==> src/rtl/pio_bus_if_if.sv <==
// ---------------------------------------------------------------------------
// pio_bus_if_if -- Z80 I/O bus bundle between the CPU side and the PIO decoder
//
// Signals:
//   ena     CPU clock enable; bus inputs are only meaningful when ena=1
//   addr    Z80 address bus A[7:0]
//   iorq_n  I/O request strobe, active-low
//   rd_n    read strobe, active-low
//   wr_n    write strobe, active-low
//   m1_n    M1 strobe, active-low (with iorq_n low = interrupt acknowledge)
//   ce_n    PIO chip enable, active-low
//   basel   port B/A select (latched A0)
//   cdsel   control/data select (latched A1)
//   wr_stb  one-clock write strobe into the PIO register file
//   rd_act  high while a PIO read cycle is in progress
//   intack  high during an interrupt-acknowledge cycle
//   wait_n  wait request back to the Z80, active-low
//
// Modports:
//   master  the CPU side: drives the Z80 strobes, observes the decoder outputs
//   slave   the decoder: samples the Z80 strobes, drives the PIO/CPU controls
// ---------------------------------------------------------------------------
interface pio_bus_if_if;
  logic       ena;
  logic [7:0] addr;
  logic       iorq_n;
  logic       rd_n;
  logic       wr_n;
  logic       m1_n;

  logic       ce_n;
  logic       basel;
  logic       cdsel;
  logic       wr_stb;
  logic       rd_act;
  logic       intack;
  logic       wait_n;

  modport master (
    output ena, addr, iorq_n, rd_n, wr_n, m1_n,
    input  ce_n, basel, cdsel, wr_stb, rd_act, intack, wait_n
  );

  modport slave (
    input  ena, addr, iorq_n, rd_n, wr_n, m1_n,
    output ce_n, basel, cdsel, wr_stb, rd_act, intack, wait_n
  );
endinterface

==> src/rtl/pio_bus_if.sv <==
// ---------------------------------------------------------------------------
// pio_bus_if -- Z80 I/O bus decoder for a 4-port PIO window
//
// Decodes Z80 I/O cycles aimed at BASE[7:2] and turns them into the PIO's
// chip enable, register selects, a single-clock write strobe and a read
// activity flag. Interrupt-acknowledge cycles (IORQ with M1) are flagged
// separately and never enable the chip.
//
// Parameters:
//   BASE   I/O base address of the window; addr[1:0] select the register
//
// Ports:
//   clk_i  system clock (the only clock)
//   rst_i  synchronous, active-high reset
//   bus    pio_bus_if_if.slave bundle (Z80 strobes in, PIO controls out)
//
// Configuration macro:
//   PIO_IOWAIT_EN  when defined, every PIO access inserts one wait state
//                  (wait_n low for one ENA cycle); when undefined, wait_n
//                  is tied high and the WAIT state does not exist.
// ---------------------------------------------------------------------------
module pio_bus_if #(
  parameter logic [7:0] BASE = 8'hE8
) (
  input  logic        clk_i,
  input  logic        rst_i,
  pio_bus_if_if.slave bus
);

  typedef enum logic [2:0] {
    IDLE   = 3'd0,
    ACCESS = 3'd1,
`ifdef PIO_IOWAIT_EN
    WAIT   = 3'd2,
`endif
    HOLD   = 3'd3,
    ACK    = 3'd4
  } state_e;

  state_e state_q, state_d;

  logic ce_n_q,   ce_n_d;
  logic basel_q,  basel_d;
  logic cdsel_q,  cdsel_d;
  logic wr_stb_q, wr_stb_d;
  logic rd_act_q, rd_act_d;
  logic intack_q, intack_d;
  // Set once iorq_n has been seen high; keeps a cycle that was already
  // running when reset released from being picked up half-way through.
  logic armed_q,  armed_d;
  logic go_idle;
  logic addr_hit;

`ifdef PIO_IOWAIT_EN
  logic wait_n_q, wait_n_d;
`endif

  assign addr_hit = (bus.addr[7:2] == BASE[7:2]);

  // State and output registers
  always_ff @(posedge clk_i) begin
    if (rst_i) begin
      state_q  <= IDLE;
      ce_n_q   <= 1'b1;
      basel_q  <= 1'b0;
      cdsel_q  <= 1'b0;
      wr_stb_q <= 1'b0;
      rd_act_q <= 1'b0;
      intack_q <= 1'b0;
      armed_q  <= 1'b0;
`ifdef PIO_IOWAIT_EN
      wait_n_q <= 1'b1;
`endif
    end else begin
      state_q  <= state_d;
      ce_n_q   <= ce_n_d;
      basel_q  <= basel_d;
      cdsel_q  <= cdsel_d;
      wr_stb_q <= wr_stb_d;
      rd_act_q <= rd_act_d;
      intack_q <= intack_d;
      armed_q  <= armed_d;
`ifdef PIO_IOWAIT_EN
      wait_n_q <= wait_n_d;
`endif
    end
  end

  // Next-state and next-output logic
  always_comb begin
    state_d  = state_q;
    ce_n_d   = ce_n_q;
    basel_d  = basel_q;
    cdsel_d  = cdsel_q;
    wr_stb_d = 1'b0;
    rd_act_d = rd_act_q;
    intack_d = intack_q;
    armed_d  = armed_q;
    go_idle  = 1'b0;
`ifdef PIO_IOWAIT_EN
    wait_n_d = wait_n_q;
`endif

    if (bus.ena && bus.iorq_n) begin
      armed_d = 1'b1;
    end

    unique case (state_q)
      IDLE: begin
        if (bus.ena && !bus.iorq_n && armed_q) begin
          if (!bus.m1_n) begin
            state_d  = ACK;
            intack_d = 1'b1;
          end else if (addr_hit) begin
            state_d  = ACCESS;
            ce_n_d   = 1'b0;
            basel_d  = bus.addr[0];
            cdsel_d  = bus.addr[1];
            // The strobe is registered on entry so it is high for exactly
            // the single clock spent in ACCESS. Simultaneous RD/WR counts
            // as a write, so the read flag also needs wr_n high.
            wr_stb_d = ~bus.wr_n;
            rd_act_d = ~bus.rd_n & bus.wr_n;
          end
        end
      end

      // ACCESS lasts one clock whatever ENA does, so the strobe never
      // stretches when the CPU is being clock-gated.
      ACCESS: begin
        if (bus.ena && bus.iorq_n) begin
          go_idle = 1'b1;
        end else begin
`ifdef PIO_IOWAIT_EN
          state_d  = WAIT;
          wait_n_d = 1'b0;
`else
          state_d  = HOLD;
`endif
        end
      end

`ifdef PIO_IOWAIT_EN
      WAIT: begin
        if (bus.ena) begin
          wait_n_d = 1'b1;
          if (bus.iorq_n) begin
            go_idle = 1'b1;
          end else begin
            state_d = HOLD;
          end
        end
      end
`endif

      HOLD: begin
        if (bus.ena && bus.iorq_n) begin
          go_idle = 1'b1;
        end
      end

      ACK: begin
        if (bus.ena && bus.iorq_n) begin
          state_d  = IDLE;
          intack_d = 1'b0;
        end
      end

      default: begin
        go_idle = 1'b1;
      end
    endcase

    if (go_idle) begin
      state_d  = IDLE;
      ce_n_d   = 1'b1;
      basel_d  = 1'b0;
      cdsel_d  = 1'b0;
      rd_act_d = 1'b0;
      intack_d = 1'b0;
`ifdef PIO_IOWAIT_EN
      wait_n_d = 1'b1;
`endif
    end
  end

  assign bus.ce_n   = ce_n_q;
  assign bus.basel  = basel_q;
  assign bus.cdsel  = cdsel_q;
  assign bus.wr_stb = wr_stb_q;
  assign bus.rd_act = rd_act_q;
  assign bus.intack = intack_q;
`ifdef PIO_IOWAIT_EN
  assign bus.wait_n = wait_n_q;
`else
  assign bus.wait_n = 1'b1;
`endif

endmodule
==> src/flat_wrapper.sv <==
// flat-port wrapper written by rule: the top's interface ports become plain ports
module pio_bus_if_flat 
#(
  parameter logic [7:0] BASE = 8'hE8
)
  (clk_i, rst_i, bus_ena, bus_addr, bus_iorq_n, bus_rd_n, bus_wr_n, bus_m1_n, bus_ce_n, bus_basel, bus_cdsel, bus_wr_stb, bus_rd_act, bus_intack, bus_wait_n);
  pio_bus_if_if bus_i ();
  input  logic clk_i;
  input  logic rst_i;
  input wire logic [$bits(bus_i.ena)-1:0] bus_ena;
  input wire logic [$bits(bus_i.addr)-1:0] bus_addr;
  input wire logic [$bits(bus_i.iorq_n)-1:0] bus_iorq_n;
  input wire logic [$bits(bus_i.rd_n)-1:0] bus_rd_n;
  input wire logic [$bits(bus_i.wr_n)-1:0] bus_wr_n;
  input wire logic [$bits(bus_i.m1_n)-1:0] bus_m1_n;
  output wire logic [$bits(bus_i.ce_n)-1:0] bus_ce_n;
  output wire logic [$bits(bus_i.basel)-1:0] bus_basel;
  output wire logic [$bits(bus_i.cdsel)-1:0] bus_cdsel;
  output wire logic [$bits(bus_i.wr_stb)-1:0] bus_wr_stb;
  output wire logic [$bits(bus_i.rd_act)-1:0] bus_rd_act;
  output wire logic [$bits(bus_i.intack)-1:0] bus_intack;
  output wire logic [$bits(bus_i.wait_n)-1:0] bus_wait_n;
  assign bus_i.ena = bus_ena;
  assign bus_i.addr = bus_addr;
  assign bus_i.iorq_n = bus_iorq_n;
  assign bus_i.rd_n = bus_rd_n;
  assign bus_i.wr_n = bus_wr_n;
  assign bus_i.m1_n = bus_m1_n;
  assign bus_ce_n = bus_i.ce_n;
  assign bus_basel = bus_i.basel;
  assign bus_cdsel = bus_i.cdsel;
  assign bus_wr_stb = bus_i.wr_stb;
  assign bus_rd_act = bus_i.rd_act;
  assign bus_intack = bus_i.intack;
  assign bus_wait_n = bus_i.wait_n;
  pio_bus_if #(.BASE(BASE)) u_core (.clk_i(clk_i), .rst_i(rst_i), .bus(bus_i));
endmodule
==> config.mk <==
export PLATFORM = sky130hd
export DESIGN_NAME = pio_bus_if_flat
export DESIGN_NICKNAME = d
export VERILOG_FILES = /design/src/rtl/pio_bus_if_if.sv /design/src/rtl/pio_bus_if.sv /design/src/flat_wrapper.sv
export SDC_FILE = /design/constraint.sdc
export NUM_CORES = 1
export LEC_CHECK = 0
export BUFFER_PORTS_ARGS = -buffer_cell sky130_fd_sc_hd__buf_2
export CAP_MARGIN = 20
export CORE_AREA = 2 2 39 41
export DETAILED_ROUTE_END_ITERATION = 7
export DIE_AREA = 0 0 41 43
export HOLD_SLACK_MARGIN = 0.06
export MAX_ROUTING_LAYER = met4
export PLACE_DENSITY = 0.61
export REMOVE_ABC_BUFFERS = 1
export SLEW_MARGIN = 20
export SYNTH_ARGS = -nofsm -noshare
export SYNTH_HDL_FRONTEND = slang
export SYNTH_SLANG_ARGS = --single-unit
==> constraint.sdc <==
create_clock -name clk_i -period 2.1 [get_ports clk_i]
set_input_delay 0.42 -clock clk_i [delete_from_list [all_inputs] [get_ports clk_i]]
set_output_delay 0.42 -clock clk_i [all_outputs]
set_load 0.02 [all_outputs]
==> impl_metrics.tcl <==
set metrics [dict create \
    status "finished clean" \
    clock_power_share 0.427 \
    slew_viol_final 0 \
    die_h_um 43 \
    hpwlAfterDp_um 740 \
    slowest_delay_ns 0.59 \
    ys_types 22 \
    num-fill-cells 146 \
    synth_seq_area_share 0.417 \
    place.port_buffers 20 \
    drc_errors 0 \
    pre_cts_ws_ns 0.120 \
    dieWidth_um 41 \
    grt_pass1_vias 375 \
    layout_commonest_cell "buf_2" \
    power_switching_mw 0.0896 \
    ys.warnings.count 0 \
    root_buffer "clkbuf_4" \
    clock-sinks 10 \
    final_cell_mix "buf_2 (20), dfxtp_1 (10), nor2_1 (6)" \
    finalCritPeriodShare 0.851 \
    clk_pin_slew_ns 0.07 \
    wl_um 981 \
    end_kind "register" \
    period_needed_ns 1.79 \
    startpoint_type "register" \
    ctsResizeCount 0 \
    drt_iter0_markers 7 \
    track_usage 0.131 \
    maxCapViolCount 0 \
    cts-htree-levels 1 \
    overflow 0 \
    path_cells "or4b_4 -> nor4_2 -> mux2i_1 -> nor2_1" \
    p_leak_nw 0.291 \
    seqPwrFrac 0.478 \
    die_area_um2 1760 \
    ys_ff_latch 10 \
    clock_latency_ns 0.26 \
    cts_setup_buffers 0 \
    layout-drive-gt1-share 0.355 \
    irDropWorstVdd_v 0.000221 \
    start_util 0.347 \
    grt_max_degree 8 \
    crit_slowest_cell "or4b_4" \
    holdPathEnd "u_core.bus.wr_stb" \
    hold_viol 0 \
    via_count 453 \
    coreArea_um2 1380 \
    grt_pass1_wl_um 1440 \
    syn_avg_cell_area_um2 9.07 \
    via_per_inst 4.92 \
    routabilityCongestion 0.777 \
    rsz0062_at_grt "false" \
    clockBufferDepth 2 \
    dp.cells 88 \
    cts_tree "yes" \
    path_class "register to register" \
    switching_share 0.221 \
    numCtsBuffers 3 \
    hold_path_class "input port to register" \
    nets 92 \
    antenna_found_initial 0 \
    routedWlPerCell_um 10.7 \
    ant_nets 0 \
    max_freq_ghz 0.560 \
    hold-worst-slack_ns 0.322 \
    ctsHoldBuffers 0 \
    p_per_area_nw_per_um2 645 \
    ios 22 \
    r2r_slack_ns 0.31 \
    worstPathRequired_ns 2.25 \
    setup_tns_ns 0 \
    worstHoldStart "bus_wr_n" \
    diodes 0 \
    dr.pass1.iters 2 \
    r2r-end "u_core.bus.basel" \
    combPwrFrac 0.095 \
    synth_area_um2 480 \
    hold_depth 2 \
    synthToLayoutAreaGrowth_pct 31.0 \
    crit_path_max_fanout 7 \
    syn_inst 53 \
    worst_slack_ns 0.313 \
    ff2ff_path_depth 4 \
    worstReg2RegStart "u_core.state_q[0]" \
    setup_viol 0 \
    arrival_ns 1.94 \
    fin_cells 92 \
    power.internal_mw 0.317 \
    num_rows 14 \
    clock_skew_ns 0.00152 \
]
-- state kept, by name, summed over array words and instances (netlist names) --
register,flops
u_core.bus.intack,1
u_core.bus.cdsel,1
u_core.bus.ce_n,1
u_core.bus.rd_act,1
u_core.state_q,3
u_core.bus.basel,1
u_core.armed_q,1
u_core.bus.wr_stb,1
-- power by group through the flow --
| stage | Combinational [mW] | Clock, mW | Sequential [mW] |
|---|---|---|---|
| floorplan | 0.0192 | 0 | 0.199 |
| global placement | 0.0385 | 0 | 0.198 |
| detailed placement | 0.0385 | 0 | 0.198 |
| CTS | 0.0387 | 0.180 | 0.194 |
| global route | 0.0434 | 0.192 | 0.195 |
| finish | 0.0386 | 0.173 | 0.194 |
-- worst max path at each step --
stage,endpoint,depth (start not counted),startpoint
detailed placement,u_core.bus.basel,5,bus_addr[2]
global route,u_core.bus.cdsel,4,u_core.state_q[0]
CTS,u_core.bus.basel,4,u_core.state_q[0]
global placement,u_core.bus.cdsel,5,bus_addr[2]
finish,u_core.bus.basel,4,u_core.state_q[0]
floorplan,u_core.bus.ce_n,3,bus_addr[2]
-- worst max-delay path: cells and delay by family (launching register included) --
| kind | cells | cell delay (ns) |
|---|---|---|
| flip-flops | 1 | 0.37 |
| AND/OR/NAND/NOR | 3 | 1.06 |
| multiplexers | 1 | 0.24 |
-- final cells by class --
cell class / instances / area [um^2] / share of cell area
well taps: 16 / 20.0 / 0.0318
multi-input cells: 40 / 265 / 0.421
repair buffers: 20 / 100 / 0.159
flip-flops and latches: 10 / 200 / 0.318
clock buffers: 4 / 36.3 / 0.0577
inverters: 2 / 7.51 / 0.0119
-- metal layers --
layer | global-route usage | wire length, um
met1 | 0.149 | 459
met2 | 0.178 | 442
met3 | 0.0157 | 59
met4 | 0.140 | 19
met5 | - | 0
-- per-stage QoR --
stage               area (um^2)   util  total power [mW]
floorplan                   473      -             0.218
global placement            593  0.429             0.237
detailed placement          593  0.429             0.237
CTS                         629  0.455             0.413
global route                629  0.455             0.430
finish                      629  0.455             0.406
-- synthesized netlist by cell type --
library cell | n | share of area
buf_4 | 1 | 0.016
a21o_1 | 4 | 0.063
mux2i_1 | 2 | 0.042
conb_1 | 1 | 0.0078
nand2_1 | 4 | 0.031
or4b_4 | 1 | 0.029
nor4_2 | 1 | 0.026
and3_1 | 1 | 0.013
nand3b_1 | 2 | 0.031
nand4bb_1 | 2 | 0.047
dfxtp_1 | 10 | 0.42
a31oi_1 | 2 | 0.026
nor3_1 | 2 | 0.021
inv_1 | 2 | 0.016
nand3_1 | 3 | 0.031
o21bai_1 | 1 | 0.016
or4_4 | 1 | 0.023
a21oi_1 | 4 | 0.042
nor2_1 | 6 | 0.047
a211oi_1 | 1 | 0.016
or4bb_1 | 1 | 0.023
a221oi_1 | 1 | 0.018
-- cell families (layout without fill, tap and decap cells) --
| logic type | after synthesis | count (layout) | synth area share |
|---|---|---|---|
| AOI/OAI and AO/OA | 13 | 13 | 0.180 |
| buffers and inverters | 3 | 26 | 0.0313 |
| DFF | 10 | 10 | 0.417 |
| muxes | 2 | 2 | 0.0417 |
| other | 1 | 1 | 0.00781 |
| and+or+nand+nor | 24 | 24 | 0.323 |
Power figures use the tool's default switching activity.
